==> src/rtl/igbt_gate_drive_ctrl_if.sv <==
// Bundle of per-channel gate-drive signals between the pulse logic / driver
// boards (master side) and the gate drive controller (slave side).
interface igbt_gate_drive_ctrl_if #(
   parameter int CH_NUM = 2
);
   logic [CH_NUM-1:0] IGBT_on_EN;
   logic [CH_NUM-1:0] fault_IGBT_driver;
   logic [CH_NUM-1:0] error_IGBT_driver;
   logic [CH_NUM-1:0] clear_fault;
   logic [CH_NUM-1:0] IGBT;
   logic [CH_NUM-1:0] reset_IGBT_driver;
   logic [CH_NUM-1:0] IGBT_status;
   logic [CH_NUM-1:0] fault_latched;
   logic [CH_NUM-1:0] timeout_flag;

   modport master (
      output IGBT_on_EN, fault_IGBT_driver, error_IGBT_driver, clear_fault,
      input  IGBT, reset_IGBT_driver, IGBT_status, fault_latched, timeout_flag
   );

   modport slave (
      input  IGBT_on_EN, fault_IGBT_driver, error_IGBT_driver, clear_fault,
      output IGBT, reset_IGBT_driver, IGBT_status, fault_latched, timeout_flag
   );
endinterface

==> src/rtl/igbt_gate_drive_ctrl.sv <==
// Multi-channel IGBT gate drive controller: per-channel FSM with minimum
// off-time, driver fault latching, driver-board reset pulse and recovery.
// Optional feature macro: IGBT_MAX_ON_TIMEOUT_EN enables the forced turn-off
// after MAX_ON_US of continuous on-time (timeout_flag is tied 0 without it).
module igbt_gate_drive_ctrl #(
   parameter int CH_NUM       = 2,
   parameter int CLK_PER_US   = 50,
   parameter int MAX_ON_US    = 20000,
   parameter int MIN_OFF_US   = 10,
   parameter int RST_PULSE_US = 5
) (
   input logic                   sys_clk,
   input logic                   sys_rst_n,
   igbt_gate_drive_ctrl_if.slave bus
);
   localparam int MAX_T = (MAX_ON_US > MIN_OFF_US) ?
                          ((MAX_ON_US > RST_PULSE_US) ? MAX_ON_US : RST_PULSE_US) :
                          ((MIN_OFF_US > RST_PULSE_US) ? MIN_OFF_US : RST_PULSE_US);
   localparam int CW = $clog2(MAX_T + 1);
   localparam int PW = (CLK_PER_US > 1) ? $clog2(CLK_PER_US) : 1;

   localparam logic [PW-1:0] PRESC_LAST = PW'(CLK_PER_US - 1);
   localparam logic [CW-1:0] CNT_SAT    = '1;
   localparam logic [CW-1:0] OFF_LAST   = CW'(MIN_OFF_US - 1);
   localparam logic [CW-1:0] RST_LAST   = CW'(RST_PULSE_US - 1);
`ifdef IGBT_MAX_ON_TIMEOUT_EN
   localparam logic [CW-1:0] ON_LAST    = CW'(MAX_ON_US - 1);
`endif

   typedef enum logic [2:0] {
      IDLE, ON, OFF_WAIT, FAULT, RESET_DRV, RECOVER
   } state_t;

   logic [PW-1:0] presc;
   logic          tick;

   assign tick = (presc == PRESC_LAST);

   // Shared 1 us prescaler, restarts from zero after every tick
   always_ff @(posedge sys_clk or negedge sys_rst_n) begin
      if (!sys_rst_n)
         presc <= '0;
      else if (tick)
         presc <= '0;
      else
         presc <= presc + PW'(1);
   end

   for (genvar c = 0; c < CH_NUM; c++) begin : g_ch
      state_t        state;
      state_t        next;
      logic [CW-1:0] cnt;
      logic          flt;
      logic          en;
      logic          igbt_q;
      logic          status_q;
      logic          latch_q;
      logic          drv_rst_q;

      assign flt = bus.fault_IGBT_driver[c] | bus.error_IGBT_driver[c];
      assign en  = bus.IGBT_on_EN[c];

`ifdef IGBT_MAX_ON_TIMEOUT_EN
      logic to_hit;
      logic tflag_q;
`endif

      // Next-state decode; a driver fault wins over everything in the gate states
      always_comb begin
         next = state;
`ifdef IGBT_MAX_ON_TIMEOUT_EN
         to_hit = 1'b0;
`endif
         case (state)
            IDLE: begin
               if (flt)
                  next = FAULT;
               else if (en)
                  next = ON;
            end
            ON: begin
               if (flt)
                  next = FAULT;
               else if (!en)
                  next = OFF_WAIT;
`ifdef IGBT_MAX_ON_TIMEOUT_EN
               else if (tick && (cnt == ON_LAST)) begin
                  next   = FAULT;
                  to_hit = 1'b1;
               end
`endif
            end
            OFF_WAIT: begin
               if (flt)
                  next = FAULT;
               else if (tick && (cnt == OFF_LAST))
                  next = IDLE;
            end
            FAULT: begin
               if (bus.clear_fault[c])
                  next = RESET_DRV;
            end
            RESET_DRV: begin
               if (tick && (cnt == RST_LAST))
                  next = RECOVER;
            end
            RECOVER: begin
               if (!flt && !en)
                  next = IDLE;
            end
            default: next = IDLE;
         endcase
      end

      // State register with outputs registered from the upcoming state
      always_ff @(posedge sys_clk or negedge sys_rst_n) begin
         if (!sys_rst_n) begin
            state     <= IDLE;
            igbt_q    <= 1'b0;
            status_q  <= 1'b0;
            latch_q   <= 1'b0;
            drv_rst_q <= 1'b0;
         end else begin
            state     <= next;
            igbt_q    <= (next == ON);
            status_q  <= (next == ON);
            latch_q   <= (next == FAULT) || (next == RESET_DRV) || (next == RECOVER);
            drv_rst_q <= (next == RESET_DRV);
         end
      end

      // Microsecond counter: zeroed on entry to a timed state, saturates at full scale
      always_ff @(posedge sys_clk or negedge sys_rst_n) begin
         if (!sys_rst_n)
            cnt <= '0;
         else if ((next != state) &&
                  ((next == ON) || (next == OFF_WAIT) || (next == RESET_DRV)))
            cnt <= '0;
         else if (tick && (cnt != CNT_SAT))
            cnt <= cnt + CW'(1);
      end

`ifdef IGBT_MAX_ON_TIMEOUT_EN
      // Remember whether the latest fault came from the on-time limit
      always_ff @(posedge sys_clk or negedge sys_rst_n) begin
         if (!sys_rst_n)
            tflag_q <= 1'b0;
         else if ((next == FAULT) && (state != FAULT))
            tflag_q <= to_hit;
         else if ((state == RECOVER) && (next == IDLE))
            tflag_q <= 1'b0;
      end

      assign bus.timeout_flag[c] = tflag_q;
`else
      assign bus.timeout_flag[c] = 1'b0;
`endif

      assign bus.IGBT[c]              = igbt_q;
      assign bus.IGBT_status[c]       = status_q;
      assign bus.fault_latched[c]     = latch_q;
      assign bus.reset_IGBT_driver[c] = drv_rst_q;
   end
endmodule

==> src/flat_wrapper.sv <==
// flat-port wrapper written by rule: the top's interface ports become plain ports
module igbt_gate_drive_ctrl_flat 
#(
   parameter int CH_NUM       = 2,
   parameter int CLK_PER_US   = 50,
   parameter int MAX_ON_US    = 20000,
   parameter int MIN_OFF_US   = 10,
   parameter int RST_PULSE_US = 5
)
  (sys_clk, sys_rst_n, bus_IGBT_on_EN, bus_fault_IGBT_driver, bus_error_IGBT_driver, bus_clear_fault, bus_IGBT, bus_reset_IGBT_driver, bus_IGBT_status, bus_fault_latched, bus_timeout_flag);
  igbt_gate_drive_ctrl_if #(.CH_NUM(CH_NUM)) bus_i ();
  input logic sys_clk;
  input logic sys_rst_n;
  input wire logic [$bits(bus_i.IGBT_on_EN)-1:0] bus_IGBT_on_EN;
  input wire logic [$bits(bus_i.fault_IGBT_driver)-1:0] bus_fault_IGBT_driver;
  input wire logic [$bits(bus_i.error_IGBT_driver)-1:0] bus_error_IGBT_driver;
  input wire logic [$bits(bus_i.clear_fault)-1:0] bus_clear_fault;
  output wire logic [$bits(bus_i.IGBT)-1:0] bus_IGBT;
  output wire logic [$bits(bus_i.reset_IGBT_driver)-1:0] bus_reset_IGBT_driver;
  output wire logic [$bits(bus_i.IGBT_status)-1:0] bus_IGBT_status;
  output wire logic [$bits(bus_i.fault_latched)-1:0] bus_fault_latched;
  output wire logic [$bits(bus_i.timeout_flag)-1:0] bus_timeout_flag;
  assign bus_i.IGBT_on_EN = bus_IGBT_on_EN;
  assign bus_i.fault_IGBT_driver = bus_fault_IGBT_driver;
  assign bus_i.error_IGBT_driver = bus_error_IGBT_driver;
  assign bus_i.clear_fault = bus_clear_fault;
  assign bus_IGBT = bus_i.IGBT;
  assign bus_reset_IGBT_driver = bus_i.reset_IGBT_driver;
  assign bus_IGBT_status = bus_i.IGBT_status;
  assign bus_fault_latched = bus_i.fault_latched;
  assign bus_timeout_flag = bus_i.timeout_flag;
  igbt_gate_drive_ctrl #(.CH_NUM(CH_NUM), .CLK_PER_US(CLK_PER_US), .MAX_ON_US(MAX_ON_US), .MIN_OFF_US(MIN_OFF_US), .RST_PULSE_US(RST_PULSE_US)) u_core (.sys_clk(sys_clk), .sys_rst_n(sys_rst_n), .bus(bus_i));
endmodule
==> config.mk <==
export PLATFORM = sky130hd
export DESIGN_NAME = igbt_gate_drive_ctrl_flat
export DESIGN_NICKNAME = d
export VERILOG_FILES = /design/src/rtl/igbt_gate_drive_ctrl_if.sv /design/src/rtl/igbt_gate_drive_ctrl.sv /design/src/flat_wrapper.sv
export SDC_FILE = /design/constraint.sdc
export NUM_CORES = 1
export LEC_CHECK = 0
export CORE_MARGIN = 3
export CORE_UTILIZATION = 59
export CTS_CLUSTER_DIAMETER = 30
export CTS_CLUSTER_SIZE = 12
export DETAILED_ROUTE_END_ITERATION = 7
export PLACE_DENSITY = 0.84
export SLEW_MARGIN = 0
export SYNTH_ARGS = -nofsm -noshare
export SYNTH_HDL_FRONTEND = slang
export SYNTH_SLANG_ARGS = --single-unit
==> constraint.sdc <==
create_clock -name sys_clk -period 3.4 [get_ports sys_clk]
set_clock_uncertainty 0.2 [all_clocks]
set_input_delay 0.34 -clock sys_clk [delete_from_list [all_inputs] [get_ports sys_clk]]
set_output_delay 0.34 -clock sys_clk [all_outputs]
set_load 0.01 [all_outputs]
==> results of run 1 <==
-- layout make-up --
cell class              count  area (um^2)
inverters                  13         48.8
clock buffers               5         68.8
well taps                  65         81.3
fillers                   345         1450
flip-flops and latches     48         1200
multi-input cells         214         1490
repair buffers             18          173
clock inverters             3         22.5
-- report_power, final --
part / internal, W / leakage [nW] / switching, W
clock network: 0.000148 / 0.0485 / 0.000203
logic: 0.000323 / 0.623 / 0.000509
registers: 0.000638 / 0.637 / 0.0000719
-- registers in the layout (all words and copies together) (netlist names) --
| register | flops |
|---|---|
| u_core.g_ch.drv_rst_q | 2 |
| u_core.g_ch.status_q | 1 |
| u_core.presc | 6 |
| u_core.g_ch.latch_q | 2 |
| u_core.g_ch.state | 6 |
| u_core.g_ch.igbt_q | 1 |
| u_core.g_ch.cnt | 30 |
-- cell families after synthesis --
kind of cell	after synthesis	share of synthesized area, %
simple gates	121	24.2
xor+xnor	32	10.0
fa+ha+maj	8	3.48
mux	2	0.696
buf+inv	29	6.48
other cells	1	0.130
compound gates	49	13.2
flops	48	41.8
-- worst max-delay path, delay by kind of cell, from the launching register on --
family	cells	cell delay, ns
AO/OA/AOI/OAI	2	0.73
AND/OR/NAND/NOR	4	1.20
flip-flops	1	0.42
-- stage by stage --
stage	std cells	hold WS, ns	total power, W	worst slack [ns]	utilization [%]
final	366	-0.00389	0.00189	0.706	68.1
after global routing	366	0.0706	0.00202	0.549	68.1
after CTS	366	0.0481	0.00191	0.694	68.1
after global placement	358	0.280	0.00155	0.787	66.1
after detailed placement	358	0.287	0.00156	0.733	66.1
after floorplan	291	-0.156	0.00144	0.961	-
-- synth_stat cells, drive strengths merged, types with 7 or more instances --
library cell	count
nand2	19
nor2	36
a21oi	19
nand4	12
xor2	21
ha	8
dfrtp	48
inv	13
o21ai	7
buf	13
nand3	9
xnor2	11
-- metal layers --
layer | global-route usage, % | up-vias | wire, um
met5 | 0 | - | 0
met4 | 7.18 | 0 | 95
met3 | 3.69 | 8 | 146
met2 | 33.7 | 32 | 2470
met1 | 27.6 | 993 | 2400
li1 | - | 1017 | -
-- worst max-delay path by stage --
stage / start / end / slack (ns) / cells past startpoint
3_3_place_gp: u_core.g_ch[1].cnt[10] / u_core.g_ch[1].cnt[7] / 0.79 / 6
6_report: u_core.g_ch[1].cnt[4] / u_core.g_ch[1].cnt[4] / 0.71 / 6
5_1_grt: u_core.presc[1] / u_core.g_ch[1].cnt[4] / 0.55 / 8
3_5_place_dp: u_core.g_ch[1].cnt[9] / u_core.g_ch[1].cnt[8] / 0.73 / 6
4_1_cts: u_core.g_ch[1].cnt[4] / u_core.g_ch[1].cnt[4] / 0.69 / 6
2_1_floorplan: u_core.g_ch[0].cnt[10] / u_core.g_ch[0].cnt[10] / 0.96 / 7
==> flow_metrics.py, run 1 <==
metrics = {
    "floorplan": {
        "die_w_um": 75.8,
        "fp-row-count": 24,
        "initial_utilization_pct": 63.4,
        "core_um2": 4530,
        "pin_count": 20,
        "die_y_um": 75.8,
        "dieArea_um2": 5750,
    },
    "routing": {
        "drt_iter0_markers": 103,
        "drcViolationCount": 0,
        "avgViaCountPerCell": 5.60,
        "vias": 2050,
        "postRouteAntennaNets": 0,
        "routedWlPerCell_um": 14.0,
        "dr.pass1.iters": 4,
        "wl_um": 5110,
    },
    "timing": {
        "period_share_pct": 79.2,
        "clock.fmax_mhz": 371,
        "tightest_slew_ns": 1.01,
        "slew_violations": 0,
        "relSlewSlack_pct": 32.7,
        "rsz0062_at_grt": "false",
        "tns_ns": 0,
        "finalSetupViolCount": 0,
        "layout_min_cycle_time_ns": 2.69,
        "finalHoldViolCount": 9,
        "hold_ws_ns": -0.00389,
    },
    "synth": {
        "yosysUniqueCellTypes": 60,
        "ys_top_cells_by_area": "dfrtp_1 42%, xor2_1 6.1%, nor2_1 4.7%, ha_1 3.5%, xnor2_1 3.4%",
        "synth_warnings": 0,
        "yosysSeqAreaShare_pct": 41.8,
        "yosysTopAreaCellShare_pct": 41.8,
        "synth_top_area_cell": "dfrtp_1",
        "ys_seq_elements": 48,
        "syn_area_per_cell_um2": 9.91,
        "synth_edf_count": 0,
        "async_reset_ff_share_pct": 100,
        "postSynthCellCount": 290,
        "synth_area_um2": 2880,
        "synth-main-ff-cell": "dfrtp_1",
    },
    "layout": {
        "final_cell_area_um2": 3090,
        "mostFrequentLayoutCells": "48 x dfrtp_1, 36 x nor2_1, 20 x xor2_1",
        "antenna_cells": 0,
        "nets": 318,
        "final_common_cell": "dfrtp_1",
        "syn2layout_area_growth_pct": 7.35,
        "drive_gt1_share_pct": 14.0,
    },
    "critical_path": {
        "r2r_cells": 6,
        "crit_required_ns": 3.37,
        "crit_type": "reg -> reg",
        "r2r_start": "u_core.g_ch[1].cnt[4]",
        "r2r_slack_ns": 0.71,
        "reg2reg_to": "u_core.g_ch[1].cnt[4]",
        "endpoint_kind": "flop",
        "crit_path_start_kind": "flop",
        "cp_cell_sequence": "or4_1 > nor4_4 > a22oi_1 > and3_1 > a211oi_4 > nor2_1",
        "cp.arrival_ns": 2.67,
        "path_max_fanout": 15,
        "cp_slowest_cell": "or4_1",
        "slowest_delay_ns": 0.57,
    },
    "pwr": {
        "peakVddDrop_uv": 400,
        "leakage_nw": 1.31,
        "powerDensity_nw_per_um2": 614,
    },
    "cts": {
        "cts_buffers": 5,
        "h-tree-depth": 2,
        "clk_pin_slew_ns": 0.09,
        "ctsHoldBuffers": 0,
        "cts_tree": "done",
        "clk_latency_ns": 0.31,
        "clkSinkCount": 48,
        "cts_buffer_depth": 2,
        "postCtsSetupBuffers": 0,
        "cts_resized": 0,
        "cts_root_buffer": "clkbuf_8",
    },
    "placed_design": {
        "place_area_um2": 3000,
        "io_buffers": 17,
        "gp_congestion": 0.874,
        "place_hpwl_um": 3550,
    },
    "status": {
        "outcome": "finished with violations",
        "violations": "negative hold slack",
    },
    "grt": {
        "grt_first_pass_wirelength_um": 8980,
        "antenna_found_initial": 0,
        "grt_usage_pct": 20.6,
        "grt_pass1_vias": 1932,
        "overflow": 0,
        "grt_max_degree": 49,
    },
    "worst_hold_path": {
        "hp-class": "in -> async",
    },
    "job": {
        "drv_cap": 0,
    },
}
No activity file was read; power rests on OpenSTA's default activity.
==> inputs of run 2 (changes only) <==
- CORE_UTILIZATION: 59 -> 53
- PLACE_DENSITY: 0.84 -> 0.8
- clock period: 3.4 -> 2.2 ns (I/O delays scaled with it)
==> run 2 against run 1 <==
Against the previous run: critical endpoint is now u_core.g_ch[0].cnt[2]; clock-buffer cell count rose by 1; sequential cell count did not move; critical path depth increased by 1; worst hold slack better by 0.21 ns; register-to-register slack worse by 0.93 ns; via count is 14% higher; fmax increased by 11%; sequential share of layout area fell by 6.5 points; die area is 10% higher; power rose by 98%; the flow finishes with violations (negative setup slack).
==> flow_metrics.py, run 2 (synthesis gave the netlist of run 1 again) <==
metrics = {
    "floorplan": {
        "core_um2": 5170,
        "fp-row-count": 26,
        "die_w_um": 79.7,
        "initial_utilization_pct": 55.6,
        "pin_count": 20,
        "dieArea_um2": 6340,
        "die_y_um": 79.7,
    },
    "timing": {
        "tns_ns": -4.46,
        "finalSetupViolCount": 30,
        "slew_violations": 0,
        "relSlewSlack_pct": 66.2,
        "period_share_pct": 110,
        "timing.final.ws_setup_ns": -0.227,
        "rsz0062_at_grt": "true",
        "layout_min_cycle_time_ns": 2.43,
        "hold_ws_ns": 0.202,
        "clock.fmax_mhz": 412,
        "finalHoldViolCount": 0,
        "tightest_slew_ns": 0.507,
    },
    "pwr": {
        "p_clk_share_pct": 14.7,
        "swShare_pct": 39.9,
        "power.switching_w": 0.00149,
        "seqPwrFrac_pct": 28.2,
        "peakVddDrop_uv": 815,
        "powerDensity_nw_per_um2": 1010,
        "p_int_w": 0.00225,
        "leakage_nw": 1.63,
        "combPwrFrac_pct": 57.2,
        "power_w": 0.00375,
    },
    "critical_path": {
        "crit_path_start_kind": "flop",
        "cp.arrival_ns": 2.46,
        "crit_required_ns": 2.23,
        "endpoint_kind": "flop",
        "crit_type": "reg -> reg",
        "r2r_slack_ns": -0.23,
        "path_max_fanout": 15,
        "r2r_cells": 7,
        "r2r_start": "u_core.g_ch[0].cnt[6]",
        "reg2reg_to": "u_core.g_ch[0].cnt[2]",
    },
    "layout": {
        "mostFrequentLayoutCells": "54 x buf_4, 48 x dfrtp_1, 24 x nor2_1",
        "fill_cells": 376,
        "drive_gt1_share_pct": 34.6,
        "reg.largest.list": "u_core.g_ch.cnt (30), u_core.g_ch.state (6), u_core.presc (6)",
        "largest-register": "u_core.g_ch.cnt",
        "antenna_cells": 0,
        "largest_reg_flops": 30,
        "syn2layout_area_growth_pct": 28.8,
        "nets": 378,
        "final_common_cell": "buf_4",
        "stdcell_count": 431,
    },
    "cts": {
        "cts_root_buffer": "clkbuf_8",
        "cts_tree": "done",
        "cts_buffer_depth": 2,
        "clk_latency_ns": 0.31,
        "clk_pin_slew_ns": 0.09,
        "clkSinkCount": 48,
        "h-tree-depth": 2,
        "cts_buffers": 5,
    },
    "routing": {
        "avgViaCountPerCell": 5.45,
        "vias": 2347,
        "wl_um": 6250,
        "routedWlPerCell_um": 14.5,
        "dr.pass1.iters": 4,
        "drcViolationCount": 0,
        "drt_iter0_markers": 104,
        "postRouteAntennaNets": 0,
    },
    "placed_design": {
        "place_hpwl_um": 4430,
        "io_buffers": 17,
        "dp_cells": 415,
        "gp_congestion": 0.826,
    },
    "grt": {
        "grt_first_pass_wirelength_um": 11100,
        "antenna_found_initial": 0,
        "grt_max_degree": 29,
        "grt_usage_pct": 22.3,
        "overflow": 0,
        "grt_pass1_vias": 2415,
    },
    "job": {
        "drv_cap": 0,
    },
    "worst_hold_path": {
        "hp-class": "in -> async",
    },
    "status": {
        "outcome": "finished with violations",
        "violations": "negative setup slack",
    },
}
## run 2: worst max-delay path by stage
stage                             startpoint  slack [ns]                     end
finish                 u_core.g_ch[0].cnt[6]       -0.23   u_core.g_ch[0].cnt[2]
global route          u_core.g_ch[0].cnt[10]       -0.34  u_core.g_ch[0].cnt[14]
CTS                   u_core.g_ch[0].cnt[10]       -0.19   u_core.g_ch[0].cnt[2]
detailed placement  bus_error_IGBT_driver[0]       -0.23   u_core.g_ch[0].cnt[2]
global placement             u_core.presc[1]       -0.16   u_core.g_ch[0].cnt[3]
floorplan             u_core.g_ch[0].cnt[10]       -0.15  u_core.g_ch[0].cnt[12]
## run 2: final cells by class
cell class                 instances  area (um^2)  area share, %
tap                               70         87.6           2.37
sequential                        48         1200           32.4
clock inverter                     2         10.0          0.270
inverter                          13         48.8           1.32
timing repair buffer              78          674           18.2
multi-input combinational        214         1600           43.2
clock buffer                       6         82.6           2.23
## run 2: repair_timing
action | in CTS | in global routing
gates cloned | 1 | 0
pin swaps | 16 | 2
gates resized for setup | 22 | 8
hold buffers | 1 | 0
endpoints found under the hold margin | 20 | 0
buffers inserted | 5 | 5
setup endpoints to repair | 30 | 33
## run 2: power groups by stage
stage | Combinational [W] | Sequential [W] | Clock [W]
floorplan | 0.00123 | 0.00107 | 0
global placement | 0.00186 | 0.00107 | 0
detailed placement | 0.00191 | 0.00107 | 0
CTS | 0.00232 | 0.00105 | 0.000560
global route | 0.00230 | 0.00107 | 0.000593
finish | 0.00214 | 0.00105 | 0.000549
## run 2: layer usage
metal / GRT usage (%) / vias to the layer above / share of wire, %
met4: 7.04 / 0 / 2.0
li1: - / 1142 / -
met1: 26.7 / 1151 / 42
met5: 0 / - / 0
met3: 3.72 / 11 / 3.4
met2: 40.4 / 43 / 53
## run 2: metrics by stage
step	utilization [%]	worst slack (ns)	instance area, um^2
global placement	66.9	-0.164	3460
global route	71.6	-0.341	3700
floorplan	-	-0.152	2900
finish	71.6	-0.227	3700
CTS	71.4	-0.189	3690
detailed placement	66.9	-0.230	3460
## run 2: critical path, cell delays in order, from the launching register on
cell     delay, ns
dfrtp_1       0.38
or4_1         0.55
nor3_2        0.23
a31oi_2       0.15
or3_4         0.38
xor2_4        0.17
buf_12        0.16
a21oi_2       0.14
